==> src/rtl/pic_pkg.sv <==
// pic_pkg: shared phase, ALU-op and decode types plus opcode patterns for the PIC10F200 control path
package pic_pkg;

    typedef enum logic [1:0] {Q1 = 2'd0, Q2 = 2'd1, Q3 = 2'd2, Q4 = 2'd3} q_t;

    typedef enum logic [4:0] {
        OP_ADD   = 5'd0,
        OP_SUB   = 5'd1,
        OP_AND   = 5'd2,
        OP_IOR   = 5'd3,
        OP_XOR   = 5'd4,
        OP_COM   = 5'd5,
        OP_INC   = 5'd6,
        OP_DEC   = 5'd7,
        OP_RLF   = 5'd8,
        OP_RRF   = 5'd9,
        OP_SWAP  = 5'd10,
        OP_PASSB = 5'd11,
        OP_PASSA = 5'd12,
        OP_CLR   = 5'd13,
        OP_BCLR  = 5'd14,
        OP_BSET  = 5'd15,
        OP_BTST  = 5'd16
    } alu_op_t;

    typedef enum logic [1:0] {SK_NONE = 2'd0, SK_Z = 2'd1, SK_NZ = 2'd2} skip_t;

    typedef struct packed {
        logic    mux_sel;
        alu_op_t alu_op;
        logic    w_wr;
        logic    f_wr;
        logic    jump;
        logic    call;
        logic    ret;
        logic    sleep;
        skip_t   skip;
    } dec_t;

    localparam logic [11:0] I_CLRW    = 12'h040;
    localparam logic [11:0] I_SLEEP   = 12'h003;
    localparam logic [6:0]  P_MOVWF   = 7'b0000001;
    localparam logic [6:0]  P_CLRF    = 7'b0000011;
    localparam logic [1:0]  P_BYTE    = 2'b00;
    localparam logic [1:0]  P_BIT     = 2'b01;
    localparam logic [3:0]  P_RETLW   = 4'h8;
    localparam logic [3:0]  P_CALL    = 4'h9;
    localparam logic [2:0]  P_GOTO    = 3'b101;
    localparam logic [1:0]  P_LIT     = 2'b11;
    localparam logic [3:0]  BS_DECFSZ = 4'hB;
    localparam logic [3:0]  BS_INCFSZ = 4'hF;

    // Byte-oriented op selector ir[9:6] to ALU operation; MOVF passes the file operand through
    function automatic alu_op_t byte_alu(input logic [3:0] sel);
        case (sel)
            4'h2:    return OP_SUB;
            4'h3:    return OP_DEC;
            4'h4:    return OP_IOR;
            4'h5:    return OP_AND;
            4'h6:    return OP_XOR;
            4'h7:    return OP_ADD;
            4'h9:    return OP_COM;
            4'hA:    return OP_INC;
            4'hB:    return OP_DEC;
            4'hC:    return OP_RRF;
            4'hD:    return OP_RLF;
            4'hE:    return OP_SWAP;
            4'hF:    return OP_INC;
            default: return OP_PASSB;
        endcase
    endfunction

endpackage

==> src/rtl/pic_decode.sv <==
// pic_decode: combinational 12-bit instruction decode into operand select, ALU op, write targets and flow control
module pic_decode
    import pic_pkg::*;
(
    input  logic [11:0] ir,
    output dec_t        dec
);

    // Opcode classification; anything unmatched (NOP, CLRWDT, OPTION, TRIS, undefined) stays a plain NOP
    always_comb begin
        dec        = '0;
        dec.alu_op = OP_PASSB;
        dec.skip   = SK_NONE;
        if (ir[11:10] == P_BYTE && ir[9:7] != 3'b000) begin
            dec.alu_op = byte_alu(ir[9:6]);
            dec.w_wr   = ~ir[5];
            dec.f_wr   = ir[5];
            dec.skip   = (ir[9:6] == BS_DECFSZ || ir[9:6] == BS_INCFSZ) ? SK_Z : SK_NONE;
        end else if (ir[11:5] == P_MOVWF) begin
            dec.alu_op = OP_PASSA;
            dec.f_wr   = 1'b1;
        end else if (ir[11:5] == P_CLRF) begin
            dec.alu_op = OP_CLR;
            dec.f_wr   = 1'b1;
        end else if (ir == I_CLRW) begin
            dec.alu_op = OP_CLR;
            dec.w_wr   = 1'b1;
        end else if (ir[11:10] == P_BIT) begin
            dec.alu_op = ir[9] ? OP_BTST : ir[8] ? OP_BSET : OP_BCLR;
            dec.f_wr   = ~ir[9];
            dec.skip   = !ir[9] ? SK_NONE : ir[8] ? SK_NZ : SK_Z;
        end else if (ir[11:8] == P_RETLW) begin
            dec.mux_sel = 1'b1;
            dec.w_wr    = 1'b1;
            dec.ret     = 1'b1;
        end else if (ir[11:8] == P_CALL) begin
            dec.call = 1'b1;
        end else if (ir[11:9] == P_GOTO) begin
            dec.jump = 1'b1;
        end else if (ir[11:10] == P_LIT) begin
            dec.mux_sel = 1'b1;
            dec.w_wr    = 1'b1;
            dec.alu_op  = (ir[9:8] == 2'd0) ? OP_PASSB : (ir[9:8] == 2'd1) ? OP_IOR : (ir[9:8] == 2'd2) ? OP_AND : OP_XOR;
        end else begin
            dec.sleep = (ir == I_SLEEP);
        end
    end

endmodule

==> src/rtl/pic_q_ctrl.sv <==
// pic_q_ctrl: Q1..Q4 sequencer with skip/branch flush and Q4 strobe gating; SLEEP/wake enabled by PIC_SLEEP_EN
module pic_q_ctrl
    import pic_pkg::*;
#(
    parameter int INSTR_W  = 12,
    parameter int ALU_OP_W = 5
) (
    input  logic                clk,
    input  logic                rst_n,
    input  logic [INSTR_W-1:0]  instr,
    input  logic                alu_zero,
    input  logic                wake,
    output logic                mux_sel,
    output logic [ALU_OP_W-1:0] alu_op,
    output logic                w_we,
    output logic                f_we,
    output logic                pc_inc,
    output logic                pc_load,
    output logic                stk_push,
    output logic                stk_pop,
    output logic [1:0]          q_phase,
    output logic                flush,
    output logic                sleeping
);

    q_t                 q, q_nxt;
    logic [INSTR_W-1:0] ir;
    logic               skip_r, wake_ev, q4, live, brk;
    dec_t               dec;

    pic_decode u_dec (
        .ir  (ir[11:0]),
        .dec (dec)
    );

    assign q4      = (q == Q4);
    assign live    = q4 & ~flush;
    assign brk     = dec.jump | dec.call | dec.ret;
    assign q_phase = q;
    assign mux_sel = dec.mux_sel;
    assign alu_op  = ALU_OP_W'(dec.alu_op);

    // Phase register
    always_ff @(posedge clk or negedge rst_n) begin
        if (!rst_n) q <= Q1;
        else        q <= q_nxt;
    end

    // Next phase and Q4 strobes; a sleeping core parks in Q1 and a flushed cycle only advances the PC
    always_comb begin
        q_nxt    = sleeping ? Q1 : (q == Q1) ? Q2 : (q == Q2) ? Q3 : (q == Q3) ? Q4 : Q1;
        w_we     = live & dec.w_wr;
        f_we     = live & dec.f_wr;
        pc_load  = live & brk;
        stk_push = live & dec.call;
        stk_pop  = live & dec.ret;
        pc_inc   = q4 & ~(brk & ~flush);
    end

    // IR capture leaving Q1, skip decision from the Q3 zero flag, flush decided at the cycle boundary
    always_ff @(posedge clk or negedge rst_n) begin
        if (!rst_n) begin
            ir     <= '0;
            skip_r <= 1'b0;
            flush  <= 1'b1;
        end else begin
            if (q == Q1 && !sleeping) ir <= instr;
            if (q == Q3) skip_r <= (dec.skip == SK_Z) ? alu_zero : (dec.skip == SK_NZ) ? ~alu_zero : 1'b0;
            if (q4) flush <= ~flush & (skip_r | brk);
            else if (wake_ev) flush <= 1'b1;
        end
    end

`ifdef PIC_SLEEP_EN
    assign wake_ev = sleeping & wake;

    // Enter sleep on a live SLEEP at the end of Q4; leave it when wake is seen while parked in Q1
    always_ff @(posedge clk or negedge rst_n) begin
        if (!rst_n)                      sleeping <= 1'b0;
        else if (live && dec.sleep)      sleeping <= 1'b1;
        else if (wake_ev)                sleeping <= 1'b0;
    end
`else
    logic unused_sleep;
    assign unused_sleep = &{1'b0, wake, dec.sleep};
    assign wake_ev      = 1'b0;
    assign sleeping     = 1'b0;
`endif

endmodule

==> config.mk <==
export PLATFORM = sky130hd
export DESIGN_NAME = pic_q_ctrl
export DESIGN_NICKNAME = d
export VERILOG_FILES = /design/src/rtl/pic_pkg.sv /design/src/rtl/pic_decode.sv /design/src/rtl/pic_q_ctrl.sv
export SDC_FILE = /design/constraint.sdc
export NUM_CORES = 1
export LEC_CHECK = 0
export ABC_AREA = 1
export CAP_MARGIN = 5
export CORE_MARGIN = 4
export CORE_UTILIZATION = 45
export DETAILED_ROUTE_END_ITERATION = 12
export GPL_TIMING_DRIVEN = 0
export MAX_ROUTING_LAYER = met4
export PLACE_DENSITY = 0.74
export SLEW_MARGIN = 30
export SYNTH_ARGS = -nofsm -noshare
export SYNTH_HDL_FRONTEND = slang
export SYNTH_SLANG_ARGS = --single-unit
==> constraint.sdc <==
create_clock -name clk -period 3.8 [get_ports clk]
set_clock_uncertainty 0.2 [all_clocks]
set_input_delay 0.57 -clock clk [delete_from_list [all_inputs] [get_ports clk]]
set_output_delay 0.57 -clock clk [all_outputs]
set_load 0.01 [all_outputs]
==> metrics.yaml <==
status:
  status: "finished clean"
timing:
  worst_slew_pin_slew_ns: 0.696
  layout_setup_ws_ns: 1.05
  timing.fmax_ghz: 0.364
  finalSetupViolCount: 0
  finalCritPeriodShare_pct: 72.3
  finalCriticalPeriod_ns: 2.75
  drv_slew: 0
  rsz0062_at_grt: "false"
  hold_viol: 0
  slew_headroom_pct: 53.5
  setup_tns_ns: 0
cells_and_area:
  post-route-util_pct: 64.3
  postLayoutCellArea_um2: 1460
  drive_above_1_share_pct: 15.8
  area_growth_pct: 31.6
  nets: 204
  n_fill_cell: 201
  diodes: 0
clock_network:
  post_cts_resized: 0
  ctsHtreeMaxLevel: 1
  cts_buffer_depth: 2
  clkLatencyLatePin_ns: 0.28
  cts.sinks: 16
  clk_pin_slew_ns: 0.08
  ctsHoldBuffers: 0
  numCtsBuffers: 3
  clockRootBuffer: "clkbuf_4"
  cts_tree: "done"
  post-cts-setup-buffer-count: 0
synth:
  synth_top_family_by_area: "simple AND/OR/NAND/NOR gates"
  synth_top_area_share_pct: 33.8
  synth_ff_type: "dfrtp_1"
  yosysTopAreaCell: "dfrtp_1"
  ys_ff_latch: 16
  yosysMostFrequentCell: "nand2_1"
  synth_edf_count: 0
  yosys-mux-area-fraction_pct: 5.07
  netlist_instances: 150
  synth-compound-area-share_pct: 10.9
  synth_xor_area_share_pct: 0
  synth-seq-area-share_pct: 36.1
  async_flop_share_pct: 100
  synth_nets: 170
  synth.area.top_cells: "dfrtp_1 34%, nand2_1 11%, nand3_1 5.9%, o21ai_0 5.9%, inv_1 5.7%"
  synthAdderAreaFrac_pct: 4.50
  avgSynthCellArea_um2: 7.41
  yosys_warnings: 0
  synth_cell_types: 27
  synth-simple-area-share_pct: 31.0
  synth_commonest_cells: "33 x nand2_1, 17 x inv_1, 15 x dfrtp_1, 14 x nor2_1"
  synth.cell_area_um2: 1110
setup_path:
  critPathMaxFanout: 6
  worst-path-buf-inv: 4
  slowest_delay_ns: 0.52
  r2r-end: "ir[0]$_DFFE_PN0P_"
  critPathLaunchType: "register"
  r2r_slack_ns: 2.24
  worstPathCellList: "inv_2 > nand2_2 > a21oi_4 > inv_1 > nand3_1 > nand2_1 > inv_1 > clkdlybuf4s50_1"
  crit_top_cell: "inv_1"
  cpLargestDelayFamily: "buffers and inverters"
  crit_slowest_cell: "clkdlybuf4s50_1"
  arrival_ns: 1.98
  r2r_cells: 4
  worstSetupPathType: "reg -> out"
  timing.rr.start: "q_phase[0]$_DFF_PN0_"
  cp-end-kind: "primary output"
  worstPathRequired_ns: 3.03
grt:
  grt_max_degree: 17
  grt_pass1_wl_um: 3970
  track_usage_pct: 15.2
  grt_antenna_before_repair: 0
  grt_pass1_vias: 917
  gr-total-overflow: 0
detailed_routing:
  vias: 1037
  firstDrtPassIters: 5
  routed_wl_um: 2370
  drt-initial-drc-count: 34
  avgRoutedWirePerCell_um: 11.3
  antenna_left: 0
  remaining_drc_errors: 0
  viasPerCell: 4.91
power:
  power_frac_comb_pct: 23.1
  p_leak_nw: 0.691
  swShare_pct: 27.2
  pwr-share-clk_pct: 25.3
  peakVddDrop_v: 0.000208
  p_per_area_nw_per_um2: 245
  p_sw_mw: 0.0976
  seqPwrFrac_pct: 51.6
  p_int_mw: 0.261
place:
  dp_slack_ns: 1.37
  portBuffers: 29
  place_congestion: 0.897
  dp_hpwl_um: 1940
  place_area_um2: 1440
floorplanning:
  core_region_area_um2: 2280
  row_count: 17
  dieArea_um2: 3330
  start_util_pct: 48.8
  die_height_um: 57.7
  die_x_um: 57.7
  pin_count: 32
min_path:
  min_from: "skip_r$_DFFE_PN0N_"
  holdPathEnd: "skip_r$_DFFE_PN0N_"
  hp-class: "reg -> reg"
  hold_depth: 2
run:
  drv_cap: 0
## final cells by class
cell class,count,area (µm²),area share [%]
multi-input combinational,105,576,39.3
sequential,16,402,27.5
inverter,22,82.6,5.65
timing repair buffer,29,290,19.8
tap,28,35.0,2.40
clock buffer,4,26.3,1.80
buffer,7,51.3,3.51
## per-stage QoR
| stage | hold WS, ns | std cells | total power [mW] |
|---|---|---|---|
| detailed placement | 0.292 | 207 | 0.272 |
| floorplan | 0.0744 | 150 | 0.232 |
| CTS | 0.314 | 211 | 0.361 |
| finish | 0.309 | 211 | 0.359 |
| global placement | 0.275 | 207 | 0.270 |
| global route | 0.347 | 211 | 0.377 |
## layer usage
layer  GRT usage [%]  share of wire [%]  wire [µm]
met5               -                  0          0
met4            4.97               0.84         20
met3            1.34                5.6        132
met2            25.6                 48       1150
met1            19.0                 45       1070
## tightest hold or removal path, delay by kind of cell (launching register included)
kind | cells | cell delay (ns)
flops | 1 | 0.35
compound gates | 1 | 0.07
simple gates | 1 | 0.05
## cell families (layout without fill, tap and decap cells)
logic type | count (synthesis) | in the layout
compound gates | 21 | 21
fa+ha+maj | 4 | 4
buf+inv | 29 | 62
flops | 16 | 16
mux | 5 | 5
other cells | 1 | 1
simple gates | 74 | 74
## layout by cell type, fill, tap and decap left out
| cell | Yosys | routed |
|---|---|---|
| mux2_2 | 5 | 5 |
| nand3b_1 | 1 | 1 |
| o211ai_1 | 1 | 1 |
| a21oi_1 | 2 | 2 |
| nand4_1 | 3 | 3 |
| nand2_1 | 33 | 33 |
| buf_4 | 2 | 2 |
| clkdlybuf4s50_1 | 0 | 29 |
| a21oi_4 | 1 | 1 |
| o31ai_1 | 1 | 1 |
| or2_2 | 1 | 1 |
| conb_1 | 1 | 1 |
| dfrtp_1 | 15 | 15 |
| nor2_1 | 14 | 14 |
| clkbuf_4 | 0 | 3 |
| nand3_1 | 13 | 13 |
| nor3_1 | 1 | 1 |
| clkbuf_1 | 1 | 2 |
| buf_2 | 2 | 2 |
| dfstp_2 | 1 | 1 |
| nor2_4 | 3 | 3 |
| o21ai_0 | 13 | 13 |
| inv_2 | 5 | 5 |
| nand2_2 | 4 | 4 |
| o21ai_1 | 3 | 3 |
| ha_1 | 4 | 4 |
| buf_6 | 2 | 2 |
| nor4_1 | 1 | 1 |
| inv_1 | 17 | 17 |
## how the worst max path moves through the flow
| stage | start | endpoint | depth (start not counted) |
|---|---|---|---|
| floorplan | q_phase[1]$_DFF_PN0_ | stk_pop | 3 |
| finish | ir[11]$_DFFE_PN0P_ | w_we | 8 |
| global placement | ir[9]$_DFFE_PN0P_ | w_we | 9 |
| CTS | ir[9]$_DFFE_PN0P_ | w_we | 9 |
| global route | ir[11]$_DFFE_PN0P_ | w_we | 8 |
| detailed placement | ir[11]$_DFFE_PN0P_ | w_we | 8 |
## state kept, by name, summed over array words and instances, names as in the netlist
name     count
q_phase      2
skip_r       1
ir          12
flush        1
## power by group through the flow
stage	Clock, mW	Sequential, mW	Combinational [mW]
floorplan	0	0.188	0.0448
global placement	0	0.188	0.0817
detailed placement	0	0.189	0.0831
CTS	0.0930	0.185	0.0832
global route	0.0995	0.186	0.0909
finish	0.0907	0.185	0.0828
Power figures use the tool's default switching activity.
